===== config.mk =====
export PLATFORM = sky130hd
export DESIGN_NAME = pll_power_sequencer
export DESIGN_NICKNAME = d
export VERILOG_FILES = /design/src/rtl/pll_power_sequencer.sv
export SDC_FILE = /design/constraint.sdc
export NUM_CORES = 1
export LEC_CHECK = 0
export ABC_CLOCK_PERIOD_IN_PS = 6490
export BUFFER_PORTS_ARGS = -buffer_cell sky130_fd_sc_hd__buf_2
export CORE_ASPECT_RATIO = 1.5
export CORE_MARGIN = 2
export CORE_UTILIZATION = 60
export CTS_CLUSTER_SIZE = 30
export DETAILED_ROUTE_END_ITERATION = 8
export PLACE_DENSITY_LB_ADDON = 0.3
export RECOVER_POWER = 50
export REMOVE_ABC_BUFFERS = 1
export SLEW_MARGIN = 30
export SYNTH_ARGS = -nofsm -noshare
export SYNTH_HDL_FRONTEND = slang
export SYNTH_SLANG_ARGS = --single-unit

===== constraint.sdc =====
create_clock -name clock_in -period 6.49 [get_ports clock_in]
set_input_delay 1.298 -clock clock_in [delete_from_list [all_inputs] [get_ports clock_in]]
set_output_delay 1.298 -clock clock_in [all_outputs]
set_load 0.02 [all_outputs]

===== src/rtl/pll_power_sequencer.sv =====
// Power and clock sequencer for the JPEG PLL: brings the PLL up, waits for stable lock,
// hands the image buffer to the JPEG clock, and drains/powers down on CSR request.
module pll_power_sequencer #(
    parameter int unsigned SETTLE_CYCLES        = 16,
    parameter int unsigned RESET_HOLD_CYCLES    = 8,
    parameter int unsigned LOCK_STABLE_CYCLES   = 256,
    parameter int unsigned LOCK_TIMEOUT_CYCLES  = 65535,
    parameter int unsigned DRAIN_TIMEOUT_CYCLES = 4096
) (
    input  logic       clock_in,
    input  logic       reset_in,
    input  logic       power_down_request_in,
    input  logic       pll_locked_in,
    input  logic       jpeg_busy_in,
    output logic       pllpowerdown_n_out,
    output logic       pll_reset_out,
    output logic       image_buffer_read_en_out,
    output logic       jpeg_clock_ready_out,
    output logic [3:0] state_out,
    output logic       lock_error_out,
    output logic [3:0] retry_count_out
);

    typedef enum logic [3:0] {
        RESET_HOLD     = 4'd0,
        WAIT_LOCK      = 4'd1,
        SWITCH_TO_JPEG = 4'd2,
        RUN            = 4'd3,
        DRAIN          = 4'd4,
        SWITCH_TO_SPI  = 4'd5,
        POWER_DOWN     = 4'd6,
        OFF            = 4'd7
    } state_t;

    localparam logic [15:0] SETTLE_LD  = 16'(SETTLE_CYCLES);
    localparam logic [15:0] HOLD_LD    = 16'(RESET_HOLD_CYCLES);
    localparam logic [15:0] STABLE_LD  = 16'(LOCK_STABLE_CYCLES);
    localparam logic [15:0] TIMEOUT_LD = 16'(LOCK_TIMEOUT_CYCLES);
    localparam logic [15:0] DRAIN_LD   = 16'(DRAIN_TIMEOUT_CYCLES);

    // Value the shared down-counter takes when a state is entered; RUN and OFF are untimed.
    function automatic logic [15:0] load_value(input state_t s);
        case (s)
            RESET_HOLD:     load_value = HOLD_LD;
            WAIT_LOCK:      load_value = TIMEOUT_LD;
            SWITCH_TO_JPEG: load_value = SETTLE_LD;
            DRAIN:          load_value = DRAIN_LD;
            SWITCH_TO_SPI:  load_value = SETTLE_LD;
            POWER_DOWN:     load_value = SETTLE_LD;
            default:        load_value = 16'd0;
        endcase
    endfunction

    function automatic logic [3:0] sat_inc(input logic [3:0] v);
        sat_inc = (v == 4'hF) ? v : v + 4'd1;
    endfunction

    // Synchronizer stages, bit order {request, locked, busy}
    logic [2:0]  sync_p0, sync_p1;
    logic        req_s, lock_s, busy_s;

    state_t      state, state_nxt;
    logic [15:0] cnt, cnt_nxt;
    logic [15:0] stab_cnt, stab_nxt;
    logic        expired;
    logic        err_nxt;
    logic [3:0]  retry_nxt;
    logic        pdn_nxt, prst_nxt, rden_nxt, rdy_nxt;

    assign req_s   = sync_p1[2];
    assign lock_s  = sync_p1[1];
    assign busy_s  = sync_p1[0];
    // A timed state leaves on the edge where its counter reaches zero, so it lasts exactly N cycles.
    assign expired = (cnt <= 16'd1);

    always_comb begin
        state_nxt = state;
        cnt_nxt   = (cnt != 16'd0) ? cnt - 16'd1 : cnt;
        stab_nxt  = stab_cnt;
        err_nxt   = lock_error_out;
        retry_nxt = retry_count_out;
        case (state)
            RESET_HOLD: if (expired) state_nxt = WAIT_LOCK;
            WAIT_LOCK: begin
                if (!lock_s)
                    stab_nxt = STABLE_LD;
                else if (stab_cnt <= 16'd1)
                    state_nxt = SWITCH_TO_JPEG;
                else
                    stab_nxt = stab_cnt - 16'd1;
                if (state_nxt == WAIT_LOCK && expired) begin
                    err_nxt   = 1'b1;
                    retry_nxt = sat_inc(retry_count_out);
                    state_nxt = RESET_HOLD;
                end
            end
            SWITCH_TO_JPEG: if (expired) state_nxt = RUN;
            RUN: begin
                if (!lock_s) begin
                    err_nxt   = 1'b1;
                    state_nxt = RESET_HOLD;
                end else if (req_s) begin
                    state_nxt = DRAIN;
                end
            end
            DRAIN: begin
                if (!req_s)
                    state_nxt = RUN;
                else if (!busy_s || expired)
                    state_nxt = SWITCH_TO_SPI;
            end
            SWITCH_TO_SPI: if (expired) state_nxt = POWER_DOWN;
            POWER_DOWN:    if (expired) state_nxt = OFF;
            OFF:           if (!req_s) state_nxt = RESET_HOLD;
            default:       state_nxt = RESET_HOLD;
        endcase
        if (state_nxt != state) begin
            cnt_nxt  = load_value(state_nxt);
            stab_nxt = STABLE_LD;
        end
    end

    // Outputs are decoded from the next state and registered, so they line up with state_out.
    always_comb begin
        pdn_nxt  = !(state_nxt == POWER_DOWN || state_nxt == OFF);
        prst_nxt = (state_nxt == RESET_HOLD || state_nxt == POWER_DOWN || state_nxt == OFF);
        rden_nxt = !(state_nxt == SWITCH_TO_JPEG || state_nxt == RUN || state_nxt == DRAIN);
        rdy_nxt  = (state_nxt == RUN);
    end

    always_ff @(posedge clock_in or posedge reset_in) begin
        if (reset_in) begin
            sync_p0                  <= 3'b000;
            sync_p1                  <= 3'b000;
            state                    <= RESET_HOLD;
            cnt                      <= HOLD_LD;
            stab_cnt                 <= STABLE_LD;
            lock_error_out           <= 1'b0;
            retry_count_out          <= 4'd0;
            pllpowerdown_n_out       <= 1'b1;
            pll_reset_out            <= 1'b1;
            image_buffer_read_en_out <= 1'b1;
            jpeg_clock_ready_out     <= 1'b0;
        end else begin
            sync_p0                  <= {power_down_request_in, pll_locked_in, jpeg_busy_in};
            sync_p1                  <= sync_p0;
            state                    <= state_nxt;
            cnt                      <= cnt_nxt;
            stab_cnt                 <= stab_nxt;
            lock_error_out           <= err_nxt;
            retry_count_out          <= retry_nxt;
            pllpowerdown_n_out       <= pdn_nxt;
            pll_reset_out            <= prst_nxt;
            image_buffer_read_en_out <= rden_nxt;
            jpeg_clock_ready_out     <= rdy_nxt;
        end
    end

    assign state_out = state;

endmodule


==> Yosys cells after proc, flatten, opt, wreduce, memory -nomap -nowiden <==
Cells that the tools add are included.
{ "totals": {"ff_bits": 51, "out_inout_bits": 13, "elab_cells": 81} }
{ "op_classes": {"n_addsub": 3, "n_lt_le_gt_ge": 2, "eq_ne": 20, "n_mux": 24, "bitwise": 1, "n_reduce_logical": 20} }
{ "op_table": {"columns": ["cell", "n"], "rows": [
  ["2-to-1 mux 16 bit", 6],
  ["case mux 16 bit (4 select lines)", 1],
  ["2-to-1 mux 4 bit", 13],
  ["equality test 4 x 3 -> 1 bit, second input constant", 8],
  ["less-or-equal comparator 16 x 1 -> 1 bit, second input constant", 2],
  ["case mux 4 bit (8 select lines)", 1],
  ["subtractor 16 x 1 -> 16 bit, second input constant", 2],
  ["equality test 4 x 2 -> 1 bit, second input constant", 4],
  ["nonzero test 16 bit", 1],
  ["equality test 4 x 1 -> 1 bit, second input constant", 3],
  ["logical NOT 4 bit", 2],
  ["logical OR 1 bit", 6],
  ["AND reduction 3 bit", 2],
  ["nonzero test 2 bit", 3],
  ["adder 4 x 1 -> 4 bit, second input constant", 1],
  ["equality test 4 bit, second input constant", 1],
  ["!= test 2 bit, second input constant", 2],
  ["!= test 4 bit", 1],
  ["logical NOT 1 bit", 3],
  ["!= test 3 x 2 -> 1 bit, second input constant", 1],
  ["OR reduction 3 bit", 1],
  ["2-to-1 mux 1 bit", 2],
  ["case mux 1 bit (2 select lines)", 1],
  ["AND reduction 2 bit", 1],
  ["2 further kinds", 2]
]} }

==> Depth between registers and ports, before layout <==
Gate-level depths: netlist of run 1.
{ "logic_depth": {"word_depth": 12, "depth_mapped": 10, "mapped_depth_nobuf": 9} }

==> Least setup slack after synthesis of run 1 <==
OpenSTA, ideal clock, no wires.
{ "synth_timing": {"path_kind": "register -> register", "startpoint": "register cnt[5]", "endpoint": "register cnt[0]", "arrival_time_ns": 2.631, "path_slack_ns": 3.776, "stages_incl_launch_ff": 8, "n_path_buf": 0, "path_cell_list": "dfrtp_1 -> or4_4 -> or4_4 -> o21ba_1 -> a211oi_4 -> mux2i_1 -> nand3_1 -> o21ai_0"} }
{ "synth_via": {"elab_chain_cells": 9, "word_cells_on_any_way": 23, "classes_between": "order compare (1); eq/ne (6); mux (10); reduce/logical (6)"} }
{ "synth_lines": {"columns": ["item", "line", "text"], "rows": [
  ["from (decl)", "63", "logic [15:0] cnt, cnt_nxt;"],
  ["from (signal assigned)", "148", "cnt <= cnt_nxt;"],
  ["less-or-equal comparator 16 x 1 -> 1 bit", "74", "assign expired = (cnt <= 16'd1);"],
  ["logical OR 1 bit", "109", "else if (!busy_s || expired)"],
  ["2-to-1 mux 4 bit", "109", null],
  ["2-to-1 mux 4 bit", "107", "if (!req_s)"],
  ["case mux 4 bit (8 select lines)", "82", "case (state)"],
  ["equality test 4 x 3 -> 1 bit / equality test 4 x 2 -> 1 bit (equally long branches)", "43", "case (s)"],
  ["OR reduction 3 bit (no line)", null, null],
  ["case mux 16 bit (4 select lines)", "43", null],
  ["2-to-1 mux 16 bit", "117", "if (state_nxt != state) begin"]
]} }
Several ways; a longest one is shown, not always the timed one.
A chain may end at the register's enable or synchronous reset.

==> Final worst setup path of run 1 <==
{ "layout_timing": {"startpoint": "register cnt[5]", "endpoint": "register cnt[6]"} }
The elaborated chain is that of the path after synthesis.

==> results of run 1 <==
==> worst register-to-register path: cells and delay by family, from the launching register on <==
kind / cells / cell delay, ns
muxes: 1 / 0.64
AOI/OAI and AO/OA: 3 / 0.76
DFF: 1 / 0.43
and+or+nand+nor: 3 / 1.52
==> Yosys cell counts, drive strengths merged, types with 2 or more instances <==
| library cell | number |
|---|---|
| nor3 | 18 |
| nand4 | 3 |
| nand3 | 7 |
| nor2b | 5 |
| nand2b | 5 |
| nor4 | 7 |
| xor2 | 6 |
| and2 | 4 |
| nand2 | 22 |
| and3 | 2 |
| or3 | 3 |
| a21oi | 16 |
| nor4b | 2 |
| inv | 13 |
| nor3b | 6 |
| nand3b | 2 |
| dfstp | 5 |
| xnor2 | 17 |
| dfrtp | 46 |
| or4 | 2 |
| a21o | 2 |
| clkbuf | 3 |
| o21ai | 23 |
| mux2i | 3 |
| buf | 2 |
| nor2 | 28 |
| mux2 | 3 |
| ha | 5 |
==> cell type report <==
| class | instances | area (um2) |
|---|---|---|
| Tap cell | 46 | 57.6 |
| Fill cell | 341 | 1380 |
| Clock buffer | 7 | 86.3 |
| Multi-Input combinational cell | 207 | 1290 |
| Sequential cell | 51 | 1280 |
| Clock inverter | 1 | 8.76 |
| Timing Repair Buffer | 18 | 91.3 |
| Inverter | 13 | 50.0 |
==> cell families after synthesis <==
logic type                 count (synthesis)
and+or+nand+nor                          119
muxes                                      6
other                                      1
xor gates and xnor gates                  23
AOI/OAI and AO/OA                         53
DFF                                       51
adders and majority gates                  5
buffers and inverters                     18
==> power by group through the flow <==
stage	clock network [mW]	logic, mW	registers, mW
after global routing	0.205	0.400	0.451
after detailed placement	0	0.347	0.444
final	0.192	0.349	0.440
after CTS	0.195	0.350	0.438
after global placement	0	0.339	0.439
after floorplan	0	0.268	0.439
==> metrics by stage <==
stage	setup slack [ns]	std cells	cell area (um2)	hold WS, ns
floorplan	3.36	271	2620	0.331
global placement	2.92	335	2770	0.331
detailed placement	2.83	335	2770	0.336
CTS	2.78	343	2870	0.356
global route	2.79	343	2870	0.363
finish	3.06	343	2870	0.355
==> routing by layer <==
metal / GRT usage [%] / up-vias / share of wire (%)
met1: 27.1 / 970 / 41
met2: 42.3 / 27 / 55
met4: 10.1 / 0 / 2.4
met5: 0 / - / 0
met3: 4.12 / 13 / 1.8
li1: - / 1011 / -
==> worst paths after layout <==
check	startpoint	endpoint	cells after the start
min in group asynchronous	reset_in	cnt[1]	2
max	cnt[5]	cnt[6]	7
max reg2reg	cnt[5]	cnt[6]	7
min reg2reg	sync_p0[0]	sync_p1[0]	0
max in group asynchronous	reset_in	state_out[3]	2
min	sync_p0[0]	sync_p1[0]	0
==> state kept, by name, summed over array words and instances, names as in the netlist <==
register / cells
cnt: 16
image_buffer_read_en_out: 1
jpeg_clock_ready_out: 1
lock_error_out: 1
pll_reset_out: 1
pllpowerdown_n_out: 1
retry_count_out: 4
stab_cnt: 16
state_out: 4
sync_p0: 3
sync_p1: 3
==> cells in the final DEF (no fill, tap or decap), types with 3 or more instances in the layout <==
master    netlist  layout
and2_1          4       4
dfstp_2         5       5
nand4_1         3       3
inv_1          13      12
xor2_1          6       6
nand2_1        21      21
nand3_1         7       7
ha_1            5       5
xnor2_1        17      17
nor4_1          7       7
nor2b_1         5       5
dfrtp_1        46      46
buf_2           1      16
a21oi_1        16      16
nor3_1         18      18
nand2b_1        5       5
nor3b_1         6       6
o21ai_0        22      21
clkbuf_8        0       6
nor2_1         28      28
or3_1           3       3
==> results.sh, run 1 <==
export IMPL_die_x_um=58.3
export IMPL_routed_wirelength_um=5160
export IMPL_synthCells=276
export IMPL_cts_root_buffer="clkbuf_8"
export IMPL_grt_pass1_wl_um=9060
export IMPL_crit_type="reg2reg"
export IMPL_relSlewSlack_pct=-44.8
export IMPL_clock_sinks=51
export IMPL_avgSynthCellArea_um2=9.60
export IMPL_fin_crit_ns=3.43
export IMPL_synth_top_family_by_area="simple AND/OR/NAND/NOR gates"
export IMPL_clock_skew_ns=0.0119
export IMPL_post_route_util_pct=67.6
export IMPL_gp_congestion=0.888
export IMPL_drt_initial_drc_count=65
export IMPL_die_h_um=85.4
export IMPL_cts_resized=0
export IMPL_htreeDepth=2
export IMPL_cts_buffers=5
export IMPL_critical_path_required_ns=6.72
export IMPL_first_pass_iters=4
export IMPL_violations="capacitance limit, slew limit"
export IMPL_antenna_cells=0
export IMPL_via_per_inst=5.89
export IMPL_power_frac_comb_pct=35.5
export IMPL_antenna_found_initial=0
export IMPL_yosysSeqAreaShare_pct=48.4
export IMPL_critical_path_max_fanout=13
export IMPL_endpoint_kind="register"
export IMPL_cap_viol_max_count=1
export IMPL_dominantRegCellSynth="dfrtp_1"
export IMPL_rows=29
export IMPL_cts_tree="built"
export IMPL_initial_core_util_pct=62.4
export IMPL_share_seq_of_total_power_pct=44.9
export IMPL_synth_top_cell_area_share_pct=43.5
export IMPL_p_sw_share_pct=38.0
export IMPL_setup_violations=0
export IMPL_ys_top_cells_by_area="dfrtp_1 43%, xnor2_1 5.6%, dfstp_2 5.0%"
export IMPL_cp_top_family="simple AND/OR/NAND/NOR gates"
export IMPL_cp_cell_sequence="or4_4, or4_4, o21ba_1, a211oi_4, mux2i_2, nand3_1, o21ai_0"
export IMPL_slowest_stage="mux2i_2"
export IMPL_core_area_mm2=0.00425
export IMPL_area_growth_pct=8.36
export IMPL_dieArea_mm2=0.00497
export IMPL_wire_per_inst_um=15.0
export IMPL_drcViolationCount=0
export IMPL_p_leak_nw=1.26
export IMPL_ys_warn_count=0
export IMPL_yosysTopAreaCell="dfrtp_1"
export IMPL_worstMarginPinSlew_ns=2.16
export IMPL_ant_nets=0
export IMPL_cp_buffers_inverters=0
export IMPL_p_int_mw=0.608
export IMPL_rsz0062_at_grt="false"
export IMPL_timing_fmax_ghz=0.292
export IMPL_synthAdderAreaFrac_pct=2.36
export IMPL_ys_types=48
export IMPL_cp_start_kind="register"
export IMPL_outcome="finished with violations"
export IMPL_synth_async_sr_flop_share_pct=100
export IMPL_io_buffers=17
export IMPL_num_nets_final=306
export IMPL_synth_edff_count=0
export IMPL_ys_ff_latch=51
export IMPL_clk_path_buf_depth=2
export IMPL_synth_xor_area_share_pct=7.61
export IMPL_synthMuxAreaShare_pct=2.55
export IMPL_grt_overflow=0
export IMPL_route_vias_total=2021
export IMPL_total_power_mw=0.981
export IMPL_dp_hpwl_um=3810
export IMPL_cts_clk_slew_worst_paths_ns=0.09
export IMPL_layout_drive_gt1_share_pct=14.1
export IMPL_critical_path_max_stage_delay_ns=0.64
export IMPL_cpMostUsedCell="or4_4"
export IMPL_min_path_type="reg2reg"
export IMPL_r2r_slack_ns=3.06
export IMPL_grt_pass1_vias=2018
export IMPL_period_share_pct=52.8
export IMPL_synth_compound_area_share_pct=12.6
export IMPL_track_usage_pct=23.7
export IMPL_post_cts_buffers=0
export IMPL_netSwitchingPower_mw=0.373
export IMPL_ctsHoldBuffers=0
export IMPL_io_pin_count=18
export IMPL_maxSlewViolCount=52
export IMPL_ir_drop_v=0.000262
export IMPL_clockPowerShare_pct=19.6
export IMPL_grt_max_degree=52
export IMPL_final_hold_viol_count=0
export IMPL_arrival_ns=3.66
export IMPL_clk_latency_ns=0.31
export IMPL_powerDensity_mw_per_mm2=342
export IMPL_synth_area_mm2=0.00265
export IMPL_final_setup_tns_ns=0
export IMPL_synthSimpleGateAreaFrac_pct=23.4
No activity file was read; power rests on OpenSTA's default activity.
==> inputs of run 2 (changes only) <==
Settings changed: ABC_CLOCK_PERIOD_IN_PS 6490 to 3500.
Clock period 6.49 ns to 3.5 ns, I/O delays scaled along.
==> run 2 against run 1 <==
  * The run still ends with capacitance limit, slew limit left
  * Via count grew 1.4%
  * Non-clock buffer count rose by 4
  * Global-route usage barely moved
  * Power up 93%
  * Sequential share of layout area fell by 0.75 points
  * Sequential power rose by 86%
  * Maximum frequency rose by 16%
  * Register-to-register slack lost 2.5 ns
  * First-iteration DRC count fell by 1.5%
  * Routed wire length shrank 0.79%
  * Count of clock-buffer cells in the layout decreased by 1
  * Critical path depth unchanged
  * Critical endpoint is now cnt[14]
  * Largest cell class unchanged
==> results.sh, run 2 (synthesis results as in run 1) <==
export IMPL_outcome="finished with violations"
export IMPL_violations="capacitance limit, slew limit"
export IMPL_dp_hpwl_um=3770
export IMPL_cp_top_family="simple AND/OR/NAND/NOR gates"
export IMPL_fin_crit_ns=2.96
export IMPL_drcViolationCount=0
export IMPL_io_buffers=17
export IMPL_reg_top3="cnt x16, stab_cnt x16"
export IMPL_clk_latency_ns=0.30
export IMPL_ctsHoldBuffers=0
export IMPL_gp_congestion=0.841
export IMPL_via_per_inst=5.91
export IMPL_grt_use_met1_pct=26.5
export IMPL_grt_pass1_vias=2145
export IMPL_htreeDepth=2
export IMPL_cts_clk_slew_worst_paths_ns=0.09
export IMPL_critical_path_max_stage_delay_ns=0.56
export IMPL_clk_path_buf_depth=2
export IMPL_cts_tree="built"
export IMPL_clock_sinks=51
export IMPL_die_h_um=85.4
export IMPL_layout_drive_gt1_share_pct=15.3
export IMPL_clock_skew_ns=0.00463
export IMPL_cpMostUsedCell="or4_4"
export IMPL_crit_type="reg2reg"
export IMPL_setup_violations=0
export IMPL_fillers=344
export IMPL_cts_root_buffer="clkbuf_8"
export IMPL_hold_slack_ns=0.358
export IMPL_cp_start_kind="register"
export IMPL_final_common_cell="dfrtp_1"
export IMPL_ant_nets=0
export IMPL_wire_per_inst_um=14.8
export IMPL_cap_viol_max_count=1
export IMPL_placed_cells=339
export IMPL_worstMarginPinSlew_ns=2.12
export IMPL_stdcell_count=347
export IMPL_die_x_um=58.3
export IMPL_grt_max_degree=52
export IMPL_cts_resized=0
export IMPL_cp_cell_sequence="or4_4, or4_4, o21ba_1, a211oi_4, nand2_1, nand3_1, o21ai_0"
export IMPL_routed_wirelength_um=5120
export IMPL_grtUsageMet2_pct=42.8
export IMPL_timing_fmax_ghz=0.337
export IMPL_area_growth_pct=10.2
export IMPL_io_pin_count=18
export IMPL_core_area_mm2=0.00425
export IMPL_critical_path_required_ns=3.67
export IMPL_powerDensity_mw_per_mm2=649
export IMPL_final_setup_tns_ns=0
export IMPL_critical_path_max_fanout=10
export IMPL_dieArea_mm2=0.00497
export IMPL_cp_buffers_inverters=0
export IMPL_first_pass_iters=4
export IMPL_post_cts_buffers=0
export IMPL_route_vias_total=2050
export IMPL_ir_drop_v=0.000536
export IMPL_min_path_type="reg2reg"
export IMPL_rsz0062_at_grt="false"
export IMPL_cts_buffers=5
export IMPL_final_hold_viol_count=0
export IMPL_busiest_layer="met2"
export IMPL_use_met3_pct=3.96
export IMPL_antenna_cells=0
export IMPL_arrival_ns=3.13
export IMPL_antenna_found_initial=0
export IMPL_slowest_stage="or4_4"
export IMPL_drt_initial_drc_count=64
export IMPL_num_nets_final=310
export IMPL_grt_overflow=0
export IMPL_track_usage_pct=23.6
export IMPL_maxSlewViolCount=52
export IMPL_initial_core_util_pct=62.4
export IMPL_endpoint_kind="register"
export IMPL_relSlewSlack_pct=-42.3
export IMPL_grt_pass1_wl_um=9090
export IMPL_rows=29
export IMPL_final_cell_mix="46 x dfrtp_1, 28 x nor2_1, 22 x o21ai_0, 21 x nand2_1, 18 x nor3_1"
export IMPL_p_leak_nw=1.30
export IMPL_period_share_pct=84.7
[run 2: cell types whose count changed in the layout (fill, tap and decap cells not counted), sizes merged]
cell    change
buf         +4
bufinv      +1
clkbuf      -1
[run 2: worst paths after layout]
| kind | from | end | slack [ns] | cells past startpoint |
|---|---|---|---|---|
| max | cnt[5] | cnt[14] | 0.54 | 7 |
| max reg2reg | cnt[5] | cnt[14] | 0.54 | 7 |
| min in group asynchronous | reset_in | cnt[15] | 0.92 | 2 |
| max in group asynchronous | reset_in | cnt[9] | 1.62 | 2 |
| min | sync_p0[1] | sync_p1[1] | 0.36 | 0 |
| min reg2reg | sync_p0[1] | sync_p1[1] | 0.36 | 0 |
[run 2: worst reg2reg max path, stage by stage, from the launching register on]
cell and delay (ns):
dfrtp_1 0.42, or4_4 0.56, or4_4 0.54, o21ba_1 0.22, a211oi_4 0.32, nand2_1 0.26, nand3_1 0.34, o21ai_0 0.16
[run 2: area by class of cell]
| class | instances | area, um2 | share of cell area, % |
|---|---|---|---|
| clock inverter | 2 | 35.0 | 1.20 |
| clock buffer | 6 | 82.6 | 2.83 |
| timing repair buffer | 22 | 121 | 4.16 |
| sequential | 51 | 1280 | 43.9 |
| tap | 46 | 57.6 | 1.97 |
| inverter | 13 | 50.0 | 1.71 |
| multi-input combinational | 207 | 1290 | 44.2 |
[run 2: through the flow]
stage	total power, mW	setup slack, ns	utilization (%)	area [um2]
after global placement	1.46	0.661	66.0	2800
after global routing	2.02	0.390	68.8	2920
final	1.89	0.536	68.8	2920
after CTS	1.90	0.549	68.8	2920
after detailed placement	1.48	0.552	66.0	2800
after floorplan	1.31	0.368	-	2620
[run 2: report_power, final]
group	total (mW)	switching, mW	leakage, nW	internal, mW
combinational	0.660	0.386	0.572	0.274
sequential	0.818	0.116	0.668	0.702
clock	0.417	0.186	0.0612	0.231
total	1.89	0.688	1.30	1.21
[run 2: per-layer routing]
metal / vias to the layer above / wire length (um)
met5: - / 0
met4: 0 / 126
met3: 10 / 130
met2: 37 / 2840
met1: 990 / 2030
li1: 1013 / -
==> inputs of run 3 (changes only) <==
Settings changed: ABC_CLOCK_PERIOD_IN_PS 3500 to 2500, CORE_UTILIZATION 60 to 54.
Clock period 3.5 ns to 2.5 ns, I/O delays scaled along.
==> run 3 against run 2 <==
  * The run ends with setup timing left
  * Utilization grew 5.1 points
  * Worst setup slack lost 0.82 ns
  * Sequential share of layout area shrank 7.6 points
  * Flip-flop and latch count is the same
  * Hold slack lost 0.094 ns
  * Maximum frequency grew 6.4%
  * Die area grew 10%
  * Non-clock buffer count grew 48
  * Combinational power grew 140%
  * Count of clock-buffer cells in the layout is the same
==> results.sh, run 3 (synthesis results as in run 1) <==
export IMPL_dp_hpwl_um=4410
export IMPL_initial_core_util_pct=55.5
export IMPL_rsz0062_at_grt="true"
export IMPL_clock_skew_ns=0.0156
export IMPL_reg_top3="cnt x16, stab_cnt x16"
export IMPL_critical_path_max_fanout=9
export IMPL_cts_clk_slew_worst_paths_ns=0.09
export IMPL_dieArea_mm2=0.00549
export IMPL_core_area_mm2=0.00477
export IMPL_p_leak_nw=1.58
export IMPL_busiest_layer="met2"
export IMPL_htreeDepth=2
export IMPL_via_per_inst=5.59
export IMPL_cp_cell_sequence="or4_4, or4_4, o21ba_4, a211oi_4, mux2i_2, buf_4, buf_4, buf_12, o21ai_1"
export IMPL_num_nets_final=359
export IMPL_routed_wirelength_um=6740
export IMPL_critical_path_required_ns=2.69
export IMPL_ir_drop_v=0.000558
export IMPL_die_x_um=61.2
export IMPL_timing_fmax_ghz=0.359
export IMPL_powerDensity_mw_per_mm2=923
export IMPL_crit_type="reg2reg"
export IMPL_antenna_found_initial=0
export IMPL_final_setup_tns_ns=-8.05
export IMPL_place_area_mm2=0.00313
export IMPL_violations="setup timing"
export IMPL_cts_root_buffer="clkbuf_8"
export IMPL_worstMarginPinSlew_ns=1.11
export IMPL_grt_pass1_vias=2404
export IMPL_grt_use_met1_pct=28.3
export IMPL_die_h_um=89.8
export IMPL_track_usage_pct=25.5
export IMPL_endpoint_kind="register"
export IMPL_critical_path_max_stage_delay_ns=0.52
export IMPL_arrival_ns=2.98
export IMPL_maxSlewViolCount=0
export IMPL_slowest_stage="or4_4"
export IMPL_cap_viol_max_count=0
export IMPL_final_common_cell="dfrtp_1"
export IMPL_period_share_pct=111
export IMPL_drt_initial_drc_count=150
export IMPL_route_vias_total=2324
export IMPL_clock_sinks=51
export IMPL_cp_start_kind="register"
export IMPL_area_growth_pct=33.1
export IMPL_io_buffers=17
export IMPL_drcViolationCount=0
export IMPL_outcome="finished with violations"
export IMPL_post_route_util_pct=73.9
export IMPL_gp_congestion=0.961
export IMPL_io_pin_count=18
export IMPL_first_pass_iters=4
export IMPL_cts_tree="built"
export IMPL_setup_violations=34
export IMPL_fin_crit_ns=2.79
export IMPL_clk_latency_ns=0.31
export IMPL_final_cell_mix="46 x dfrtp_1, 42 x buf_4, 26 x nor2_1, 20 x nand2_1"
export IMPL_antenna_cells=0
export IMPL_relSlewSlack_pct=26.2
export IMPL_clk_path_buf_depth=2
export IMPL_use_met3_pct=3.45
export IMPL_rows=31
export IMPL_final_hold_viol_count=0
export IMPL_wire_per_inst_um=16.2
export IMPL_min_path_type="in2async"
export IMPL_final_area_mm2=0.00353
export IMPL_grt_pass1_wl_um=10700
export IMPL_grt_max_degree=22
export IMPL_fin_ws_ns=-0.287
export IMPL_grt_overflow=0
export IMPL_ant_nets=0
export IMPL_layout_drive_gt1_share_pct=34.0
export IMPL_cts_buffers=5
export IMPL_grtUsageMet2_pct=45.7
## run 3: cell types whose count changed in the layout (fill, tap and decap cells not counted), sizes merged
cell	previous run	this run
inv	12	13
o21ai	23	24
clkinv	1	0
clkbuf	7	8
buf	21	68
## run 3: metal layers
layer | up-vias | part of all wire (%)
met5 | - | 0
met4 | 0 | 2.9
met3 | 16 | 1.9
met2 | 43 | 58
met1 | 1153 | 37
li1 | 1112 | -
## run 3: what timing repair did
action	in CTS	in global routing
hold endpoints to repair	0	0
pin swaps	9	8
gates resized for setup	19	38
hold buffers	0	0
gates cloned	1	0
buffers inserted	9	1
endpoints found under the setup margin	35	37
## run 3: path summary, 6_finish.rpt
| check | startpoint | to | slack [ns] | cells after the start |
|---|---|---|---|---|
| max | cnt[4] | cnt[0] | -0.29 | 9 |
| max in group asynchronous | reset_in | cnt[2] | 0.82 | 3 |
| max reg2reg | cnt[4] | cnt[0] | -0.29 | 9 |
| min in group clock_in | power_down_request_in | sync_p0[2] | 0.30 | 1 |
| min | reset_in | stab_cnt[1] | 0.26 | 2 |
| min reg2reg | sync_p0[0] | sync_p1[0] | 0.36 | 0 |
## run 3: cell type report
class                           count  area (um2)
Timing Repair Buffer               70         527
Clock buffer                        6        72.6
Multi-Input combinational cell    208        1480
Tap cell                           66        82.6
Fill cell                         348        1240
Inverter                           13        48.8
Clock inverter                      2        37.5
Sequential cell                    51        1280
## run 3: worst max-delay path: cells and delay by family, from the launching register on
kind,cells,cell delay (ns)
compound gates,3,0.59
buf+inv,3,0.40
flops,1,0.40
simple gates,2,0.99
mux,1,0.29
## run 3: power by group
group / total, mW / internal (mW) / switching [mW] / leakage (nW)
clock: 0.568 / 0.299 / 0.270 / 0.0514
combinational: 1.58 / 0.737 / 0.842 / 0.861
sequential: 1.11 / 0.982 / 0.125 / 0.668
## run 3: per-stage QoR
stage | total power, mW | instances | setup WS, ns | hold slack [ns]
floorplan | 1.83 | 271 | -0.632 | 0.331
global placement | 2.30 | 398 | -0.242 | 0.331
detailed placement | 2.35 | 398 | -0.352 | 0.336
CTS | 3.06 | 415 | -0.268 | 0.162
global route | 3.44 | 416 | -0.385 | 0.295
finish | 3.25 | 416 | -0.287 | 0.264
